==> src/rtl/fft_stage_sequencer.sv <==
// Address/strobe sequencer for an in-place radix-2 DIT FFT: walks layers and butterflies, issues
// RAM/ROM read addresses and the BF_LAT-delayed write-back. Optional `FFT_HOLD_EN adds a RUN stall input.
module fft_stage_sequencer #(
    parameter int LOG2N  = 7,
    parameter int BF_LAT = 4
) (
    input  logic             clk,
    input  logic             rst,
    input  logic             start,
`ifdef FFT_HOLD_EN
    input  logic             hold,
`endif
    output logic             busy,
    output logic             done,
    output logic [LOG2N-1:0] lay_cnt,
    output logic [LOG2N-2:0] bf_cnt,
    output logic             rd_en,
    output logic [LOG2N-1:0] rd_add_a,
    output logic [LOG2N-1:0] rd_add_b,
    output logic [LOG2N-2:0] rom_wn,
    output logic             wr_en,
    output logic [LOG2N-1:0] wr_add_a,
    output logic [LOG2N-1:0] wr_add_b
);
    localparam logic [LOG2N-2:0] BF_LAST  = {(LOG2N-1){1'b1}};
    localparam logic [LOG2N-1:0] LAY_LAST = LOG2N'(LOG2N - 1);
    localparam logic [3:0]       DRN_LAST = 4'(BF_LAT - 1);

    typedef enum logic [1:0] {S_IDLE, S_RUN, S_DRAIN, S_FINISH} state_t;

    state_t              state_q, state_d;
    logic [LOG2N-2:0]    bf_q, bf_d;
    logic [LOG2N-1:0]    lay_q, lay_d;
    logic [3:0]          drn_q, drn_d;
    logic [LOG2N-1:0]    a_q, a_d, b_q, b_d;
    logic [LOG2N-2:0]    wn_q, wn_d;
    logic                run_hold;

    logic [LOG2N-1:0]    k_w, h_w, p_w, g_w;
    int                  l_w;

    logic [BF_LAT-1:0]              dl_en_q;
    logic [BF_LAT-1:0][LOG2N-1:0]   dl_a_q, dl_b_q;

`ifdef FFT_HOLD_EN
    assign run_hold = hold;
`else
    assign run_hold = 1'b0;
`endif

    always_ff @(posedge clk or posedge rst) begin
        if (rst) begin
            state_q <= S_IDLE;
            bf_q    <= '0;
            lay_q   <= '0;
            drn_q   <= '0;
            a_q     <= '0;
            b_q     <= '0;
            wn_q    <= '0;
        end else begin
            state_q <= state_d;
            bf_q    <= bf_d;
            lay_q   <= lay_d;
            drn_q   <= drn_d;
            // addresses only reload when the next cycle is a read cycle
            if (state_d == S_RUN) begin
                a_q  <= a_d;
                b_q  <= b_d;
                wn_q <= wn_d;
            end
        end
    end

    always_comb begin
        state_d = state_q;
        bf_d    = bf_q;
        lay_d   = lay_q;
        drn_d   = drn_q;
        unique case (state_q)
            S_IDLE: if (start) begin
                state_d = S_RUN;
                bf_d    = '0;
                lay_d   = '0;
            end
            S_RUN: if (!run_hold) begin
                if (bf_q == BF_LAST) begin
                    state_d = S_DRAIN;
                    bf_d    = '0;
                    drn_d   = '0;
                end else begin
                    bf_d = bf_q + 1'b1;
                end
            end
            S_DRAIN: begin
                if (drn_q == DRN_LAST) begin
                    if (lay_q == LAY_LAST) begin
                        state_d = S_FINISH;
                        lay_d   = '0;
                    end else begin
                        state_d = S_RUN;
                        lay_d   = lay_q + 1'b1;
                    end
                end else begin
                    drn_d = drn_q + 1'b1;
                end
            end
            S_FINISH: state_d = S_IDLE;
            default:  state_d = S_IDLE;
        endcase
    end

    // h=2^L, g=k>>L, p=k&(h-1): a=g*2h+p, b=a+h, wn=p<<(LOG2N-1-L)
    always_comb begin
        l_w  = int'(lay_d);
        k_w  = {1'b0, bf_d};
        h_w  = LOG2N'(1) << l_w;
        p_w  = k_w & (h_w - LOG2N'(1));
        g_w  = k_w >> l_w;
        a_d  = (g_w << (l_w + 1)) | p_w;
        b_d  = a_d | h_w;
        wn_d = p_w[LOG2N-2:0] << (LOG2N - 1 - l_w);
    end

    always_ff @(posedge clk or posedge rst) begin
        if (rst) begin
            dl_en_q <= '0;
            dl_a_q  <= '0;
            dl_b_q  <= '0;
        end else begin
            dl_en_q[0] <= rd_en;
            dl_a_q[0]  <= a_q;
            dl_b_q[0]  <= b_q;
            for (int i = BF_LAT - 1; i > 0; i--) begin
                dl_en_q[i] <= dl_en_q[i-1];
                dl_a_q[i]  <= dl_a_q[i-1];
                dl_b_q[i]  <= dl_b_q[i-1];
            end
        end
    end

    assign rd_en    = (state_q == S_RUN) && !run_hold;
    assign busy     = (state_q == S_RUN) || (state_q == S_DRAIN);
    assign done     = (state_q == S_FINISH);
    assign lay_cnt  = lay_q;
    assign bf_cnt   = bf_q;
    assign rd_add_a = a_q;
    assign rd_add_b = b_q;
    assign rom_wn   = wn_q;
    assign wr_en    = dl_en_q[BF_LAT-1];
    assign wr_add_a = dl_a_q[BF_LAT-1];
    assign wr_add_b = dl_b_q[BF_LAT-1];
endmodule

==> config.mk <==
export PLATFORM = sky130hd
export DESIGN_NAME = fft_stage_sequencer
export DESIGN_NICKNAME = d
export VERILOG_FILES = /design/src/rtl/fft_stage_sequencer.sv
export SDC_FILE = /design/constraint.sdc
export NUM_CORES = 1
export LEC_CHECK = 0
export CAP_MARGIN = 20
export CELL_PAD_IN_SITES_DETAIL_PLACEMENT = 0
export CELL_PAD_IN_SITES_GLOBAL_PLACEMENT = 1
export CORE_MARGIN = 1
export CORE_UTILIZATION = 25
export DETAILED_ROUTE_END_ITERATION = 12
export PLACE_DENSITY = 0.54
export SLEW_MARGIN = 20
export SYNTH_ARGS = -nofsm -noshare
export SYNTH_HDL_FRONTEND = slang
export SYNTH_SLANG_ARGS = --single-unit
==> constraint.sdc <==
create_clock -name clk -period 3.38 [get_ports clk]
set_clock_uncertainty 0.15 [all_clocks]
set_input_delay 0.507 -clock clk [delete_from_list [all_inputs] [get_ports clk]]
set_output_delay 0.507 -clock clk [all_outputs]
set_load 0.01 [all_outputs]
== Word-level counts from Yosys, hierarchy flattened ==
Index checks and enable logic that the tools add are counted.
Word-level totals
  RAM bits: 0
  input bits: 3
  bits in read-only memories: 0
  output and inout port bits: 51
  flip-flop bits (word level): 99
  bits in latches: 0
  logic and storage cells: 57
  memories kept: 0
Cells by class
  add/subtract/negate cells: 6
  div/mod/pow operators: 0
  reductions and logical operators: 4
  shifts and indexed selects: 4
  magnitude comparators: 0
  equality and inequality tests: 9
  $mul: 0
  bitwise gates (word level): 3
  muxes and demuxes: 15
Operators with widths (count)
  left shift 6 x 32 -> 6 bit: 1
  2-to-1 mux 7 bit: 3
  bitwise OR 7 bit: 2
  one-hot mux 7 bit (2 select lines): 1
  2-to-1 mux 6 bit: 2
  one-hot mux 6 bit (2 select lines): 1
  adder 7 x 1 -> 8 bit (second input constant): 1
  2-to-1 mux 2 bit: 4
  2-to-1 mux 4 bit: 2
  one-hot mux 2 bit (4 select lines): 1
  one-hot mux 4 bit (2 select lines): 1
  left shift 7 x 8 -> 7 bit: 1
  subtractor 3 x 7 -> 8 bit (first input constant): 1
  adder 7 x 1 -> 7 bit (second input constant): 1
  bitwise AND 6 x 7 -> 7 bit: 1
  equality test 7 x 3 -> 1 bit (second input constant): 1
  left shift 1 x 7 -> 7 bit (first input constant): 1
  >> shifter 6 x 7 -> 7 bit: 1
  subtractor 7 x 1 -> 7 bit (second input constant): 1
  adder 6 x 1 -> 6 bit (second input constant): 1
  equality test 6 bit (second input constant): 1
  adder 4 x 1 -> 4 bit (second input constant): 1
  equality test 2 x 1 -> 1 bit (second input constant): 2
  equality test 2 bit (second input constant): 2
  7 further kinds: 7

== Longest topological paths before layout ==
Gate-level depths: netlist of the first run.
  depth after elaboration: 9
  depth in mapped cells: 18
  depth with buffers taken out: 14

== Worst setup path before layout of the first run ==
No wires, ideal clock.
  kind: flip-flop to flip-flop
  start point: register drn_q[0]
  end point: register wn_q[2] (netlist: rom_wn[2])
  path buffers: 2
  data required time: 3.120 ns
  period minus slack after synthesis: 3.722 ns
  setup slack: -0.342 ns
  setup time: 0.110 ns
  data arrival time: 3.462 ns
  stages on the path, launching flop included: 15
  cell sequence: dfrtp_1 -> ha_1 -> or3b_4 -> o211ai_2 -> nand3_4 -> or4_4 -> buf_6 -> nor2_1 -> nand3_1 -> ha_1 -> buf_1 -> nor3_1 -> mux2i_1 -> and3_1 -> o41ai_1
Between the ends
  longest elaborated chain between the ends: 7
  elaborated cells on any way between the ends: 11
  classes of those cells: add/sub: 2; eq/ne: 2; shift: 2; mux: 4; bitwise: 1
RTL lines
  from (decl): RTL line 34  | logic [3:0] drn_q, drn_d;
  from (signal assigned): RTL line 64  | drn_q <= drn_d;
  equality test 4 x 2 -> 1 bit (*): RTL line 95  | if (drn_q == DRN_LAST) begin
  2-to-1 mux 7 bit (*): RTL line 95
  one-hot mux 7 bit (2 select lines) (*): RTL line 79  | unique case (state_q)
  net lay_d[3]: RTL line 33  | logic [LOG2N-1:0] lay_q, lay_d;
  left shift 1 x 7 -> 7 bit: RTL line 116  | h_w = LOG2N'(1) << l_w;
  subtractor 7 x 1 -> 7 bit: RTL line 117  | p_w = k_w & (h_w - LOG2N'(1));
  bitwise AND 6 x 7 -> 7 bit: RTL line 117
  left shift 6 x 32 -> 6 bit (*): RTL line 121  | wn_d = p_w[LOG2N-2:0] << (LOG2N - 1 - l_w);
  to (signal assigned): RTL line 69  | wn_q <= wn_d;
  to (decl): RTL line 36  | logic [LOG2N-2:0] wn_q, wn_d;
The timed path passes the listed nets; every way through them passes the cells marked *.
A chain may end at the register's enable or synchronous reset.

== Worst setup path in the final report of the first run ==
  start point: register lay_q[0] (netlist: lay_cnt[0])
  end point: register wn_q[5] (netlist: rom_wn[5])
Between the ends
  longest elaborated chain between the ends: 8
  elaborated cells on any way between the ends: 15
  classes of those cells: add/sub: 3; eq/ne: 2; shift: 2; mux: 7; bitwise: 1
RTL lines
  from (decl): RTL line 33
  from (signal assigned): RTL line 63  | lay_q <= lay_d;
  adder 7 x 1 -> 7 bit / equality test 7 x 3 -> 1 bit (equally long branches): RTL line 101, 96
  2-to-1 mux 7 bit: RTL line 96  | if (lay_q == LAY_LAST) begin
  2-to-1 mux 7 bit: RTL line 95
  one-hot mux 7 bit (2 select lines): RTL line 79
  left shift 1 x 7 -> 7 bit: RTL line 116
  subtractor 7 x 1 -> 7 bit: RTL line 117
  bitwise AND 6 x 7 -> 7 bit: RTL line 117
  left shift 6 x 32 -> 6 bit: RTL line 121
Several ways; a longest one is shown, not always the timed one.

==> results of run 1 <==
[layout make-up]
cell class	count	area, µm²
Fill cell	1810	11400
Inverter	16	62.6
Clock buffer	9	225
Tap cell	229	287
Timing Repair Buffer	157	1340
Multi-Input combinational cell	275	2050
Sequential cell	99	2480
Clock inverter	7	92.6
[state kept, by name, indices dropped and copies added (netlist names)]
register,cells
bf_cnt,6
dl_a_q,21
dl_b_q,21
dl_en_q,4
drn_q,4
lay_cnt,7
rd_add_a,7
rd_add_b,7
rom_wn,6
state_q,2
wr_add_a,7
wr_add_b,7
[Yosys cell counts, types with 3 or more instances]
| cell type | n | area (µm²) |
|---|---|---|
| a211oi_1 | 5 | 37.5 |
| a21o_1 | 3 | 22.5 |
| a21oi_1 | 15 | 75.1 |
| a22oi_1 | 3 | 22.5 |
| a31oi_1 | 9 | 56.3 |
| a32oi_1 | 3 | 26.3 |
| and3_1 | 6 | 37.5 |
| buf_2 | 8 | 40.0 |
| buf_4 | 15 | 113 |
| clkbuf_1 | 10 | 37.5 |
| dfrtp_1 | 99 | 2480 |
| ha_1 | 10 | 125 |
| inv_1 | 13 | 48.8 |
| inv_2 | 3 | 11.3 |
| mux2_2 | 4 | 45.0 |
| mux2i_1 | 7 | 70.1 |
| nand2_1 | 45 | 169 |
| nand2b_1 | 4 | 25.0 |
| nand3_1 | 19 | 95.1 |
| nand3b_1 | 3 | 22.5 |
| nor2_1 | 28 | 105 |
| nor3_1 | 8 | 40.0 |
| nor4_1 | 3 | 18.8 |
| o2111ai_1 | 4 | 35.0 |
| o211ai_1 | 5 | 37.5 |
| o21a_1 | 4 | 30.0 |
| o21ai_0 | 17 | 85.1 |
| o21ai_1 | 5 | 25.0 |
| o31ai_1 | 3 | 22.5 |
| o41ai_1 | 3 | 26.3 |
| or4_1 | 3 | 22.5 |
| xnor2_1 | 3 | 26.3 |
| xor2_1 | 3 | 26.3 |
[final timing paths]
kind | end | depth (start not counted)
max reg2reg | rom_wn[5]$_DFFE_PP0N_ | 13
max | rom_wn[5]$_DFFE_PP0N_ | 13
max in group asynchronous | dl_a_q[16]$_DFF_PP0_ | 3
min in group asynchronous | dl_en_q[3]$_DFF_PP0_ | 2
min | dl_a_q[20]$_DFF_PP0_ | 0
min reg2reg | dl_a_q[20]$_DFF_PP0_ | 0
[worst max-delay path: stages (launching register included)]
cell and delay (ns):
dfrtp_2 0.45, buf_4 0.17, and4_1 0.18, and3_1 0.19, o221a_2 0.28, or4_4 0.56, nor2_4 0.19, nand2_2 0.11
ha_4 0.28, nor2_2 0.04, mux2_4 0.26, and2_4 0.16, a32oi_1 0.15, o21ai_1 0.09
[per-stage QoR]
step | hold WS [ns] | std cells
2_1_floorplan | 0.181 | 426
3_3_place_gp | 0.181 | 766
3_5_place_dp | 0.185 | 766
4_1_cts | 0.198 | 792
5_1_grt | 0.198 | 792
6_report | 0.197 | 792
[repair_timing]
item / in CTS / in global routing
buffers inserted: 10 / 2
gates resized for setup: 8 / 32
hold buffers: 0 / 0
endpoints found under the setup margin: 10 / 17
pin swaps: 7 / 13
[routing by layer]
layer | up-vias | wire length [µm]
li1 | 1785 | -
met1 | 1861 | 5870
met2 | 97 | 6310
met3 | 20 | 529
met4 | 0 | 303
met5 | - | 0
[cells by family after synthesis]
family	count (synthesis)	synth area share, %
AND/OR/NAND/NOR	138	16.0
multiplexers	11	2.52
flip-flops	99	54.3
adder cells (fa/ha/maj)	10	2.74
AO/OA/AOI/OAI	110	17.4
XOR/XNOR	6	1.15
buffers and inverters	52	5.89
[report_power, final]
part           internal (W)  total (W)  switching [W]
registers           0.00164    0.00184       0.000202
logic              0.000923    0.00186       0.000934
clock network      0.000593    0.00108       0.000491
[layout by cell type (no fill, tap or decap), drive strengths merged, types with 10 or more instances in the layout]
cell type      count
buf              104
dfrtp             99
clkdlybuf4s50     53
nand2             45
nor2              29
o21ai             22
nand3             20
inv               19
a21oi             15
ha                10
==> results.sh, run 1 <==
export IMPL_diodes=0
export IMPL_hold_violations=0
export IMPL_hp_class="reg -> reg"
export IMPL_met3_usage_pct=2.81
export IMPL_grt_max_degree=77
export IMPL_htreeDepth=3
export IMPL_cts_buffers=9
export IMPL_hpwl_mm=9.44
export IMPL_crit_type="reg -> reg"
export IMPL_use_met1_pct=18.8
export IMPL_core_rowCount=49
export IMPL_synth_seq_area_share_pct=54.3
export IMPL_wl_per_cell_um=16.4
export IMPL_die_area_um2=18800
export IMPL_antenna_found_initial=0
export IMPL_fin_tns_setup_ns=0
export IMPL_dp_slack_ns=-0.253
export IMPL_maxSlewViolCount=0
export IMPL_arrival_ns=3.46
export IMPL_clk_path_buf_depth=2
export IMPL_grt_busiest_layer="met2"
export IMPL_cp_start_kind="flip-flop"
export IMPL_final_area_um2=6530
export IMPL_rsz0062_at_grt="true"
export IMPL_maxSlewHeadroom_pct=61.7
export IMPL_postRouteAntennaNets=0
export IMPL_gp_congestion=0.896
export IMPL_netlist_area_um2=4560
export IMPL_synth_seq_cells=99
export IMPL_track_usage_pct=14.6
export IMPL_fin_util_pct=36.5
export IMPL_clk_latency_ns=0.36
export IMPL_postPlaceCellArea_um2=5930
export IMPL_finalSetupViolCount=0
export IMPL_status="complete, no violations"
export IMPL_cp_required_ns=3.47
export IMPL_synth_edf_count=0
export IMPL_vias_per_cell=4.75
export IMPL_drv_cap=0
export IMPL_synth_fp_nets=439
export IMPL_syn_area_per_cell_um2=10.7
export IMPL_synth_top_flop_cell="dfrtp_1"
export IMPL_cts_tree="yes"
export IMPL_finalWorstPathRequiredPeriod_ns=3.37
export IMPL_initial_core_util_pct=25.5
export IMPL_io_buffer_count=53
export IMPL_startpoint="lay_cnt[0]$_DFF_PP0_"
export IMPL_vdd_drop_max_v=0.000361
export IMPL_p_leak_nw=2.89
export IMPL_routed_wirelength_mm=13.0
export IMPL_r2r_setup_slack_ns=0.01
export IMPL_drt_pass1_iterations=4
export IMPL_synth_warning_count=0
export IMPL_r2r_start="lay_cnt[0]$_DFF_PP0_"
export IMPL_grt_pass1_vias=3789
export IMPL_io_pins=54
export IMPL_core_area_um2=17900
export IMPL_nets=571
export IMPL_grt_use_met2_pct=23.9
export IMPL_powerDensity_nw_per_um2=733
export IMPL_end_kind="flip-flop"
export IMPL_drt_iter0_drc=163
export IMPL_clock_sinks=99
export IMPL_drive_gt1_share_pct=31.8
export IMPL_vias=3763
export IMPL_post_route_period_util_pct=99.6
export IMPL_synthCells=426
export IMPL_cts_root_buf="clkbuf_16"
export IMPL_drc=0
export IMPL_clock_fmax_mhz=297
export IMPL_hold_start="dl_a_q[13]$_DFF_PP0_"
export IMPL_synthArstFlopShare_pct=100
export IMPL_grt_overflow_total=0
export IMPL_path_max_fanout=5
export IMPL_syn2layout_area_growth_pct=43.0
export IMPL_ys_types=74
export IMPL_fin_ws_ns=0.0129
export IMPL_total_power_w=0.00478
export IMPL_grt_pass1_wl_mm=20.5
export IMPL_tightest_slew_ns=0.573
export IMPL_clkSlewWorstSetupHoldPaths_ns=0.08
export IMPL_die_width_um=137
export IMPL_dieHeight_um=137
No activity file was read; power rests on OpenSTA's default activity.
==> run 2, diff against run 1 <==
--- a/config.mk
+++ b/config.mk
@@ -8,6 +8,7 @@
 export CAP_MARGIN = 20
 export CELL_PAD_IN_SITES_DETAIL_PLACEMENT = 0
 export CELL_PAD_IN_SITES_GLOBAL_PLACEMENT = 1
+export CORE_ASPECT_RATIO = 0.9
 export CORE_MARGIN = 1
 export CORE_UTILIZATION = 25
 export DETAILED_ROUTE_END_ITERATION = 12
==> run 2 against run 1 <==
  * The flow now finishes with violations (setup timing)
  * Die area is essentially flat
  * Maximum frequency shrank 0.84%
  * Power grew 1.6%
  * Hold slack gained 0.00091 ns
  * Wire length grew 1.1%
==> results.sh, run 2 (synthesized netlist as in run 1, its figures left out) <==
export IMPL_tightest_slew_ns=0.593
export IMPL_ctsHoldBuffers=0
export IMPL_startpoint="lay_cnt[0]$_DFF_PP0_"
export IMPL_end_kind="flip-flop"
export IMPL_finalSetupViolCount=2
export IMPL_routed_wirelength_mm=13.2
export IMPL_pwr_share_comb_pct=37.8
export IMPL_core_area_um2=17700
export IMPL_gp_congestion=0.858
export IMPL_path_max_fanout=4
export IMPL_ff2ff_path_depth=16
export IMPL_hpwl_mm=9.33
export IMPL_mostFrequentLayoutCell="buf_4"
export IMPL_cp_required_ns=3.48
export IMPL_maxSlewHeadroom_pct=60.5
export IMPL_switchingPower_w=0.00161
export IMPL_wl_per_cell_um=16.4
export IMPL_cts_root_buf="clkbuf_16"
export IMPL_vdd_drop_max_v=0.000251
export IMPL_die_area_um2=18800
export IMPL_cp_start_kind="flip-flop"
export IMPL_io_pins=54
export IMPL_finalWorstPathRequiredPeriod_ns=3.40
export IMPL_clk_path_buf_depth=2
export IMPL_violations="setup timing"
export IMPL_rsz0062_at_grt="true"
export IMPL_clock_sinks=99
export IMPL_total_power_w=0.00486
export IMPL_layout_common_cells="buf_4, dfrtp_1, clkdlybuf4s50_1"
export IMPL_htreeDepth=3
export IMPL_diodes=0
export IMPL_clock_fmax_mhz=295
export IMPL_fillers=1789
export IMPL_cts_buffers=9
export IMPL_clk_latency_ns=0.36
export IMPL_antenna_found_initial=0
export IMPL_hold_violations=0
export IMPL_top_regs="dl_a_q x21, dl_b_q x21"
export IMPL_postRouteAntennaNets=0
export IMPL_post_route_period_util_pct=100
export IMPL_fin_ws_ns=-0.0156
export IMPL_clockPowerShare_pct=24.1
export IMPL_r2r_setup_slack_ns=-0.02
export IMPL_initial_core_util_pct=25.7
export IMPL_core_rowCount=46
export IMPL_maxSlewViolCount=0
export IMPL_dieHeight_um=130
export IMPL_die_width_um=144
export IMPL_post_place_cells=774
export IMPL_drive_gt1_share_pct=31.7
export IMPL_drt_iter0_drc=204
export IMPL_syn2layout_area_growth_pct=44.4
export IMPL_p_leak_nw=2.94
export IMPL_track_usage_pct=14.7
export IMPL_pwr_share_seq_pct=38.1
export IMPL_crit_path_end="rom_wn[1]$_DFFE_PP0N_"
export IMPL_r2r_end="rom_wn[1]$_DFFE_PP0N_"
export IMPL_status="finished with violations"
export IMPL_fin_hold_ws_ns=0.198
export IMPL_finalNonFillerCells=804
export IMPL_vias=3852
export IMPL_crit_type="reg -> reg"
export IMPL_io_buffer_count=53
export IMPL_sw_frac_of_total_pct=33.2
export IMPL_clkSlewWorstSetupHoldPaths_ns=0.08
export IMPL_nets=572
export IMPL_dp_slack_ns=-0.221
export IMPL_drc=0
export IMPL_arrival_ns=3.49
export IMPL_p_int_w=0.00324
export IMPL_drt_pass1_iterations=5
export IMPL_grt_pass1_wl_mm=20.7
export IMPL_hp_class="reg -> reg"
export IMPL_grt_max_degree=59
export IMPL_r2r_start="lay_cnt[0]$_DFF_PP0_"
export IMPL_grt_overflow_total=0
export IMPL_fin_tns_setup_ns=-0.0252
export IMPL_vias_per_cell=4.79
export IMPL_cts_tree="yes"
export IMPL_powerDensity_nw_per_um2=737
export IMPL_grt_pass1_vias=3903
export IMPL_drv_cap=0
-- run 2: cell count changes in the layout (fill, tap and decap cells not counted), sizes merged --
cell      previous run  this run
bufinv               1         2
clkbuf               9        10
inv                 19        20
clkinvlp             2         1
clkinv               1         0
-- run 2: per-stage QoR --
| step | instance area [µm²] | utilization (%) |
|---|---|---|
| global route | 6590 | 37.2 |
| floorplan | 4610 | - |
| CTS | 6330 | 35.7 |
| finish | 6590 | 37.2 |
| global placement | 5940 | 33.5 |
| detailed placement | 5940 | 33.5 |
-- run 2: cell type report --
type	instances	area, µm²	share of cell area [%]
well taps	240	300	4.56
repair inverters	1	7.51	0.114
inverters	16	62.6	0.949
clock inverters	6	100	1.52
multi-input cells	275	2030	30.9
flip-flops and latches	99	2480	37.6
clock buffers	10	239	3.63
repair buffers	157	1370	20.8
-- run 2: power groups by stage --
stage | logic (W) | clock network (W) | registers [W]
final | 0.00184 | 0.00117 | 0.00185
after global routing | 0.00198 | 0.00126 | 0.00190
after CTS | 0.00177 | 0.00121 | 0.00186
after detailed placement | 0.00175 | 0 | 0.00188
after global placement | 0.00175 | 0 | 0.00186
after floorplan | 0.000899 | 0 | 0.00187
-- run 2: how the worst min path moves through the flow --
stage	from	to	depth (start not counted)
floorplan	dl_a_q[3]$_DFF_PP0_	dl_a_q[10]$_DFF_PP0_	0
global placement	dl_b_q[19]$_DFF_PP0_	wr_add_b[5]$_DFF_PP0_	0
global route	dl_a_q[11]$_DFF_PP0_	dl_a_q[18]$_DFF_PP0_	0
finish	dl_b_q[5]$_DFF_PP0_	dl_b_q[12]$_DFF_PP0_	0
CTS	dl_b_q[19]$_DFF_PP0_	wr_add_b[5]$_DFF_PP0_	0
detailed placement	dl_b_q[5]$_DFF_PP0_	dl_b_q[12]$_DFF_PP0_	0
-- run 2: worst max-delay path: stages (launching register included) --
cell      delay, ns
dfrtp_2        0.45
inv_2          0.09
ha_4           0.13
nor4b_4        0.22
buf_4          0.16
a2111o_1       0.19
nand3_4        0.08
or4_4          0.55
nor2_4         0.15
nand3_4        0.10
ha_4           0.29
nor2_4         0.04
mux2_4         0.26
and2_4         0.16
buf_4          0.13
nand3_2        0.07
o21ai_2        0.06
-- run 2: routing by layer --
layer	routed length [µm]	track usage (%)	vias to the layer above	share of wire, %
met5	0	0	-	0
met4	294	5.33	0	2.2
met3	585	3.60	19	4.4
met2	6070	23.4	113	46
met1	6200	19.3	1927	47
li1	-	-	1793	-
-- run 2: what timing repair did --
item / CTS / global route
endpoints found under the setup margin: 7 / 20
gates cloned: 0 / 1
setup buffers: 3 / 10
pin swaps: 9 / 11
resized for setup: 4 / 33
